**src/rtl/prim_fifo_rd_pkg.sv**
```systemverilog
// prim_fifo_rd_pkg: shared types and sizing helpers for the FIFO read controller
package prim_fifo_rd_pkg;
  typedef enum logic [1:0] {RdIdle, RdRun, RdFlush} rd_state_e;
  localparam int unsigned SkidDepth = 2;
  function automatic int unsigned vbits(input int unsigned v);
    return (v <= 1) ? 1 : $clog2(v);
  endfunction
endpackage

```
**src/rtl/prim_fifo_sync_rd_ctrl_if.sv**
```systemverilog
// prim_fifo_sync_rd_ctrl_if: pointer-counter, storage and downstream stream signals of the read controller
interface prim_fifo_sync_rd_ctrl_if #(
  parameter int unsigned Width  = 8,
  parameter int unsigned PtrW   = 2,
  parameter int unsigned DepthW = 3
);
  logic              clr_i;
  logic              fifo_empty_i;
  logic [DepthW-1:0] fifo_depth_i;
  logic [PtrW-1:0]   fifo_rptr_i;
  logic              fifo_incr_rptr_o;
  logic              mem_rd_en_o;
  logic [PtrW-1:0]   mem_raddr_o;
  logic [Width-1:0]  mem_rdata_i;
  logic              rvalid_o;
  logic              rready_i;
  logic [Width-1:0]  rdata_o;
  logic              lowmark_o;
  logic              err_o;
  modport master (
    input  clr_i, fifo_empty_i, fifo_depth_i, fifo_rptr_i, mem_rdata_i, rready_i,
    output fifo_incr_rptr_o, mem_rd_en_o, mem_raddr_o, rvalid_o, rdata_o, lowmark_o, err_o
  );
  modport slave (
    output clr_i, fifo_empty_i, fifo_depth_i, fifo_rptr_i, mem_rdata_i, rready_i,
    input  fifo_incr_rptr_o, mem_rd_en_o, mem_raddr_o, rvalid_o, rdata_o, lowmark_o, err_o
  );
endinterface

```
**src/rtl/prim_skid_buf2.sv**
```systemverilog
// prim_skid_buf2: two-entry FIFO-ordered valid/ready skid buffer
module prim_skid_buf2 #(
  parameter int unsigned Width = 8
) (
  input  logic             clk_i,
  input  logic             rst_i,
  input  logic             clr_i,
  input  logic             wr_i,
  input  logic [Width-1:0] wdata_i,
  input  logic             rready_i,
  output logic             rvalid_o,
  output logic [Width-1:0] rdata_o,
  output logic [1:0]       cnt_o
);
  logic [Width-1:0] tail_q;
  logic rd, wr_ok;
  assign rvalid_o = cnt_o != 2'd0;
  assign rd = rvalid_o & rready_i;
  assign wr_ok = wr_i & (rd | cnt_o != 2'd2);
  always_ff @(posedge clk_i) begin
    if (rst_i) begin
      cnt_o <= 2'd0;
      rdata_o <= '0;
      tail_q <= '0;
    end else if (clr_i) begin
      cnt_o <= 2'd0;
    end else begin
      cnt_o <= cnt_o + {1'b0, wr_ok} - {1'b0, rd};
      rdata_o <= (rd && cnt_o == 2'd2) ? tail_q : (wr_ok && (rd || cnt_o == 2'd0)) ? wdata_i : rdata_o;
      tail_q <= (wr_ok && cnt_o == (rd ? 2'd2 : 2'd1)) ? wdata_i : tail_q;
    end
  end
endmodule

```
**src/rtl/prim_fifo_sync_rd_ctrl.sv**
```systemverilog
// prim_fifo_sync_rd_ctrl: read-side FIFO controller popping storage into a 2-entry skid output stream
module prim_fifo_sync_rd_ctrl
  import prim_fifo_rd_pkg::*;
#(
  parameter int unsigned Width   = 8,
  parameter int unsigned Depth   = 4,
  parameter int unsigned LowMark = 1
) (
  input logic clk_i,
  input logic rst_i,
  prim_fifo_sync_rd_ctrl_if.master bus
);
  localparam int unsigned PtrW   = vbits(Depth);
  localparam int unsigned DepthW = vbits(Depth + 1);
  rd_state_e state_q, state_d;
  logic inflight_q, lowmark_q, err_q, pop, capture, drain, skid_valid;
  logic [1:0] skid_cnt;
  logic [DepthW:0] total;
  assign drain = bus.rvalid_o & bus.rready_i;
  assign total = {1'b0, bus.fifo_depth_i} + (DepthW+1)'(skid_cnt) + (DepthW+1)'(inflight_q);
  assign bus.rvalid_o = skid_valid & ~rst_i;
  assign bus.fifo_incr_rptr_o = pop;
  assign bus.mem_rd_en_o = pop;
  assign bus.mem_raddr_o = rst_i ? PtrW'(0) : bus.fifo_rptr_i;
  assign bus.lowmark_o = lowmark_q;
  assign bus.err_o = err_q;
  always_ff @(posedge clk_i) begin
    state_q <= rst_i ? RdIdle : state_d;
  end
  always_comb begin
    state_d = (state_q == RdRun && bus.clr_i && inflight_q) ? RdFlush : RdRun;
    pop = !rst_i && state_q == RdRun && !bus.fifo_empty_i && !bus.clr_i &&
          ({1'b0, skid_cnt} + {2'b0, inflight_q}) < (3'(SkidDepth) + {2'b0, drain});
    capture = !rst_i && state_q == RdRun && inflight_q && !bus.clr_i;
  end
  always_ff @(posedge clk_i) begin
    if (rst_i) begin
      inflight_q <= 1'b0;
      lowmark_q <= 1'b1;
      err_q <= 1'b0;
    end else begin
      inflight_q <= pop;
      lowmark_q <= total <= (DepthW+1)'(LowMark);
      err_q <= err_q | (pop & bus.fifo_empty_i) | (capture & skid_cnt == 2'(SkidDepth) & ~drain) |
               (bus.fifo_depth_i > DepthW'(Depth));
    end
  end
  prim_skid_buf2 #(.Width(Width)) u_skid (
    .clk_i   (clk_i),
    .rst_i   (rst_i),
    .clr_i   (bus.clr_i),
    .wr_i    (capture),
    .wdata_i (bus.mem_rdata_i),
    .rready_i(bus.rready_i),
    .rvalid_o(skid_valid),
    .rdata_o (bus.rdata_o),
    .cnt_o   (skid_cnt)
  );
endmodule

```
**src/flat_wrapper.sv**
```systemverilog
// flat-port wrapper written by rule: the top's interface ports become plain ports
module prim_fifo_sync_rd_ctrl_flat import prim_fifo_rd_pkg::*;
#(
  parameter int unsigned Width   = 8,
  parameter int unsigned Depth   = 4,
  parameter int unsigned LowMark = 1
)
  (clk_i, rst_i, bus_clr_i, bus_fifo_empty_i, bus_fifo_depth_i, bus_fifo_rptr_i, bus_mem_rdata_i, bus_rready_i, bus_fifo_incr_rptr_o, bus_mem_rd_en_o, bus_mem_raddr_o, bus_rvalid_o, bus_rdata_o, bus_lowmark_o, bus_err_o);
  prim_fifo_sync_rd_ctrl_if #(.Width(Width), .PtrW(2), .DepthW(3)) bus_i ();
  input logic clk_i;
  input logic rst_i;
  input wire logic [$bits(bus_i.clr_i)-1:0] bus_clr_i;
  input wire logic [$bits(bus_i.fifo_empty_i)-1:0] bus_fifo_empty_i;
  input wire logic [$bits(bus_i.fifo_depth_i)-1:0] bus_fifo_depth_i;
  input wire logic [$bits(bus_i.fifo_rptr_i)-1:0] bus_fifo_rptr_i;
  input wire logic [$bits(bus_i.mem_rdata_i)-1:0] bus_mem_rdata_i;
  input wire logic [$bits(bus_i.rready_i)-1:0] bus_rready_i;
  output wire logic [$bits(bus_i.fifo_incr_rptr_o)-1:0] bus_fifo_incr_rptr_o;
  output wire logic [$bits(bus_i.mem_rd_en_o)-1:0] bus_mem_rd_en_o;
  output wire logic [$bits(bus_i.mem_raddr_o)-1:0] bus_mem_raddr_o;
  output wire logic [$bits(bus_i.rvalid_o)-1:0] bus_rvalid_o;
  output wire logic [$bits(bus_i.rdata_o)-1:0] bus_rdata_o;
  output wire logic [$bits(bus_i.lowmark_o)-1:0] bus_lowmark_o;
  output wire logic [$bits(bus_i.err_o)-1:0] bus_err_o;
  assign bus_i.clr_i = bus_clr_i;
  assign bus_i.fifo_empty_i = bus_fifo_empty_i;
  assign bus_i.fifo_depth_i = bus_fifo_depth_i;
  assign bus_i.fifo_rptr_i = bus_fifo_rptr_i;
  assign bus_i.mem_rdata_i = bus_mem_rdata_i;
  assign bus_i.rready_i = bus_rready_i;
  assign bus_fifo_incr_rptr_o = bus_i.fifo_incr_rptr_o;
  assign bus_mem_rd_en_o = bus_i.mem_rd_en_o;
  assign bus_mem_raddr_o = bus_i.mem_raddr_o;
  assign bus_rvalid_o = bus_i.rvalid_o;
  assign bus_rdata_o = bus_i.rdata_o;
  assign bus_lowmark_o = bus_i.lowmark_o;
  assign bus_err_o = bus_i.err_o;
  prim_fifo_sync_rd_ctrl #(.Width(Width), .Depth(Depth), .LowMark(LowMark)) u_core (.clk_i(clk_i), .rst_i(rst_i), .bus(bus_i));
endmodule
```
**config.mk**
```make
export PLATFORM = sky130hd
export DESIGN_NAME = prim_fifo_sync_rd_ctrl_flat
export DESIGN_NICKNAME = d
export VERILOG_FILES = /design/src/rtl/prim_fifo_rd_pkg.sv /design/src/rtl/prim_fifo_sync_rd_ctrl_if.sv /design/src/rtl/prim_skid_buf2.sv /design/src/rtl/prim_fifo_sync_rd_ctrl.sv /design/src/flat_wrapper.sv
export SDC_FILE = /design/constraint.sdc
export NUM_CORES = 1
export LEC_CHECK = 0
export ABC_AREA = 1
export ABC_CLOCK_PERIOD_IN_PS = 1850
export BUFFER_PORTS_ARGS = -buffer_cell sky130_fd_sc_hd__buf_2
export CAP_MARGIN = 20
export CELL_PAD_IN_SITES_DETAIL_PLACEMENT = 1
export CELL_PAD_IN_SITES_GLOBAL_PLACEMENT = 1
export CORE_ASPECT_RATIO = 0.5
export CORE_UTILIZATION = 33
export CTS_CLUSTER_DIAMETER = 30
export CTS_CLUSTER_SIZE = 30
export DETAILED_ROUTE_END_ITERATION = 10
export PLACE_DENSITY_LB_ADDON = 0.12
export SLEW_MARGIN = 30
export SYNTH_ARGS = -nofsm -noshare
export SYNTH_HDL_FRONTEND = slang
export SYNTH_SLANG_ARGS = --single-unit
```
**constraint.sdc**
```tcl
create_clock -name clk_i -period 1.85 [get_ports clk_i]
set_input_delay 0.0925 -clock clk_i [delete_from_list [all_inputs] [get_ports clk_i]]
set_output_delay 0.0925 -clock clk_i [all_outputs]
set_load 0.02 [all_outputs]
```
==> run_results.csv <==
group,metric,value,unit
die,rows,16,
grt,grt_pass1_wl,5.07,mm
grt,grt_max_degree,18,
finish,fin_nets,271,
pwr,power.switching,0.000240,W
grt,busiest_layer,"met2",
route,viasPerCell,4.37,
timing,hold_viol_final,0,
synth,yosys_most_used_dff,"dfxtp_1",
grt,overflow,0,
pwr,internal-power,0.000697,W
timing,final.setup.tns,0,ns
worst_setup_path,reg2regPathDepth,10,
worst_setup_path,r2r_start,"u_core.state_q[0]",
route,drt_first_pass_iters,3,
pwr,sw_frac_of_total,25.6,%
synth,syn-num-nets,232,
finish,insertedDiodeCount,0,
timing,skew,0.00642,ns
worst_setup_path,crit_top_cell,"inv_1",
die,ios,33,
synth,syn-mean-instance-area,6.66,um2
clocking,clock_latency,0.27,ns
worst_hold_path,hold_start,"bus_fifo_empty_i",
clocking,cts_buffers,3,
worst_setup_path,critPathMaxStageDelay,0.34,ns
pwr,peakVddDrop,171,uV
worst_setup_path,r2r-end,"u_core.u_skid.cnt_o[1]",
grt,antenna_found_initial,0,
placed_design,place_congestion,0.736,
run,cap_violations,0,
clocking,clk_pin_slew,0.09,ns
grt,grtUsageMet3,4.29,%
worst_setup_path,crit_type,"reg -> reg",
route,dr_total_vias,1307,
die,dieHeight,47.7,um
worst_setup_path,required,2.07,ns
synth,netlist.area_leader.share,33.4,%
worst_setup_path,path_max_fanout,2,
route,antenna_left,0,
worst_setup_path,r2r_slack,0.13,ns
die,die_area,4460,um2
finish,area_delta_synth_final,21.3,%
synth,synth-edff-count,0,
timing,slew_headroom,83.8,%
placed_design,hpwl,2.59,mm
timing,worst_pin_slew,0.243,ns
synth,async_reset_ff_share,0,%
worst_hold_path,hold_end,"u_core.inflight_q",
worst_hold_path,holdCritPathClass,"in -> reg",
route,initialDrtViolationCount,26,
route,wl,3.33,mm
clocking,cts_hold_buffers,0,
timing,fin_crit_sh,93.1,%
worst_setup_path,crit_family,"simple AND/OR/NAND/NOR gates",
worst_setup_path,crit_slowest_cell,"dfxtp_2",
grt,grtUsageMet1,20.0,%
timing,fmax,0.581,GHz
synth,syn-instance-count,207,
synth,synth_warnings,0,
worst_setup_path,cp_cell_sequence,"inv_1 > nor2_2 > nand3_1 > nor2_2 > inv_1 > ha_1 > inv_1 > ha_1 > or2_2 > a21oi_2",
finish,drive_above_1_share,24.9,%
pwr,pwr-share-clk,35.0,%
pwr,p_leak,0.905,nW
synth,synth_top_cell_by_area,"dfxtp_1",
worst_setup_path,crit_buf_inv,3,
worst_setup_path,cp-start-kind,"flop",
grt,track_usage,15.5,%
worst_setup_path,cp.depth,10,
worst_setup_path,cp-end-kind,"flop",
clocking,cts_max_level,1,
grt,use_met2,27.2,%
timing,period_needed,1.72,ns
synth,synth_area_leaders,"dfxtp_1, nand2_1, inv_1, nor2_1, ha_1",
pwr,p_comb_share,11.2,%
outcome,status,"finished, final reports clean",
route,routedWlPerCell,11.2,um
pwr,pwr_density_cell,560,nW/um2
synth,ys_ff_latch,23,
die,die_w,93.4,um
synth,syn_area,1380,um2
grt,grt_pass1_vias,1067,
worst_setup_path,critPathArrivalTime,1.94,ns
synth,yosysSeqAreaShare,33.4,%
die,core-area,3940,um2
timing,final-max-slew-violation-count,0,
placed_design,io_buffers,32,
route,drc_errors,0,
clocking,clock_sinks,23,
timing,grt_setup_unrepaired,"no",
pwr,pwr-share-seq,53.8,%
synth,synth.distinct_cells,22,
timing,setup_violations,0,
clocking,cts_tree,"built",
worst_hold_path,whs_path_depth,4,
clocking,cts_root_buf,"clkbuf_8",
pwr,total_power,0.000937,W
clocking,max-clock-path-buffers,2,
die,initial_utilization,35.0,%
-- layer usage --
layer	part of all wire (%)	routed length, um
met1	49	1630
met2	47	1570
met3	3.6	119
met4	0.42	14
met5	0	0
-- logic make-up after synthesis --
family / share of synthesized area (%)
XOR/XNOR: 1.27
flip-flops: 33.4
buffers and inverters: 16.9
AO/OA/AOI/OAI: 5.35
adder cells (fa/ha/maj): 7.44
AND/OR/NAND/NOR: 35.7
-- cell usage after synthesis (2+ instances only) --
cell and count:
nand3_1 12, nand2_1 48, nand2_2 2, o21ai_0 8
ha_1 5, buf_6 4, fa_1 2, nand3_4 2
inv_1 47, dfxtp_1 23, a21oi_1 5, nor2_2 4
nand2_4 2, nor2_1 35
-- placed cells by master (no fill, tap or decap), drive strengths merged --
cell type and instances:
o2111ai 1, o21ai 8, nand3 14, xnor2 1, dfxtp 23, clkbuf 4, nand3b 1, fa 2
buf 39, nor2 40, a21oi 5, nand2 52, ha 5, or2 1, inv 47, xor2 1
clkinv 1
-- registers in the layout, indices dropped and copies added, names as in the netlist --
name / flops
u_core.u_skid.rdata_o: 8
u_core.u_skid.tail_q: 8
u_core.state_q: 2
u_core.u_skid.cnt_o: 2
u_core.bus.err_o: 1
u_core.bus.lowmark_o: 1
u_core.inflight_q: 1
-- how the worst max path moves through the flow --
| stage | to | from | slack [ns] |
|---|---|---|---|
| 2_1_floorplan | u_core.u_skid.cnt_o[1] | u_core.u_skid.cnt_o[0] | 0.004 |
| 3_3_place_gp | u_core.u_skid.cnt_o[1] | u_core.state_q[0] | 0.16 |
| 3_5_place_dp | u_core.u_skid.cnt_o[1] | u_core.state_q[0] | 0.04 |
| 4_1_cts | u_core.u_skid.cnt_o[1] | u_core.state_q[0] | 0.01 |
| 5_1_grt | bus_fifo_incr_rptr_o | u_core.u_skid.cnt_o[0] | 0.01 |
| 6_report | u_core.u_skid.cnt_o[1] | u_core.state_q[0] | 0.13 |
-- cell type report --
cell class                      instances  area (um2)
Fill cell                             548        2270
Multi-Input combinational cell        131         701
Sequential cell                        23         462
Timing Repair Buffer                   39         218
Inverter                               48         180
Tap cell                               54        67.6
Clock buffer                            4        45.0
-- per-stage QoR --
stage,instances,hold slack [ns],utilization [%],area [um2],setup WS [ns]
4_1_cts,298,0.104,41.7,1640,0.0124
2_1_floorplan,207,0.254,-,1380,0.00406
3_3_place_gp,294,0.393,40.5,1600,0.158
3_5_place_dp,294,0.393,40.5,1600,0.0418
5_1_grt,299,0.141,42.4,1670,0.0124
6_report,299,0.130,42.4,1670,0.128
-- power groups by stage --
stage	Combinational (W)	Sequential (W)	Clock (W)
global route	0.000119	0.000506	0.000368
finish	0.000105	0.000504	0.000328
detailed placement	0.000104	0.000516	0
floorplan	0.0000548	0.000521	0
global placement	0.000102	0.000515	0
CTS	0.000105	0.000504	0.000344
-- worst reg2reg max path, stage by stage (launching register included) --
cell     delay [ns]
dfxtp_2        0.34
inv_1          0.04
nor2_2         0.09
nand3_1        0.12
nor2_2         0.12
inv_1          0.05
ha_1           0.27
inv_1          0.04
ha_1           0.18
or2_2          0.30
a21oi_2        0.11
-- timing repair --
action                                 4_1_cts  5_1_grt
setup buffers                                0        1
gates resized for setup                      0        9
endpoints found under the hold margin        0        0
setup endpoints to repair                    0        3
Power figures use the tool's default switching activity.
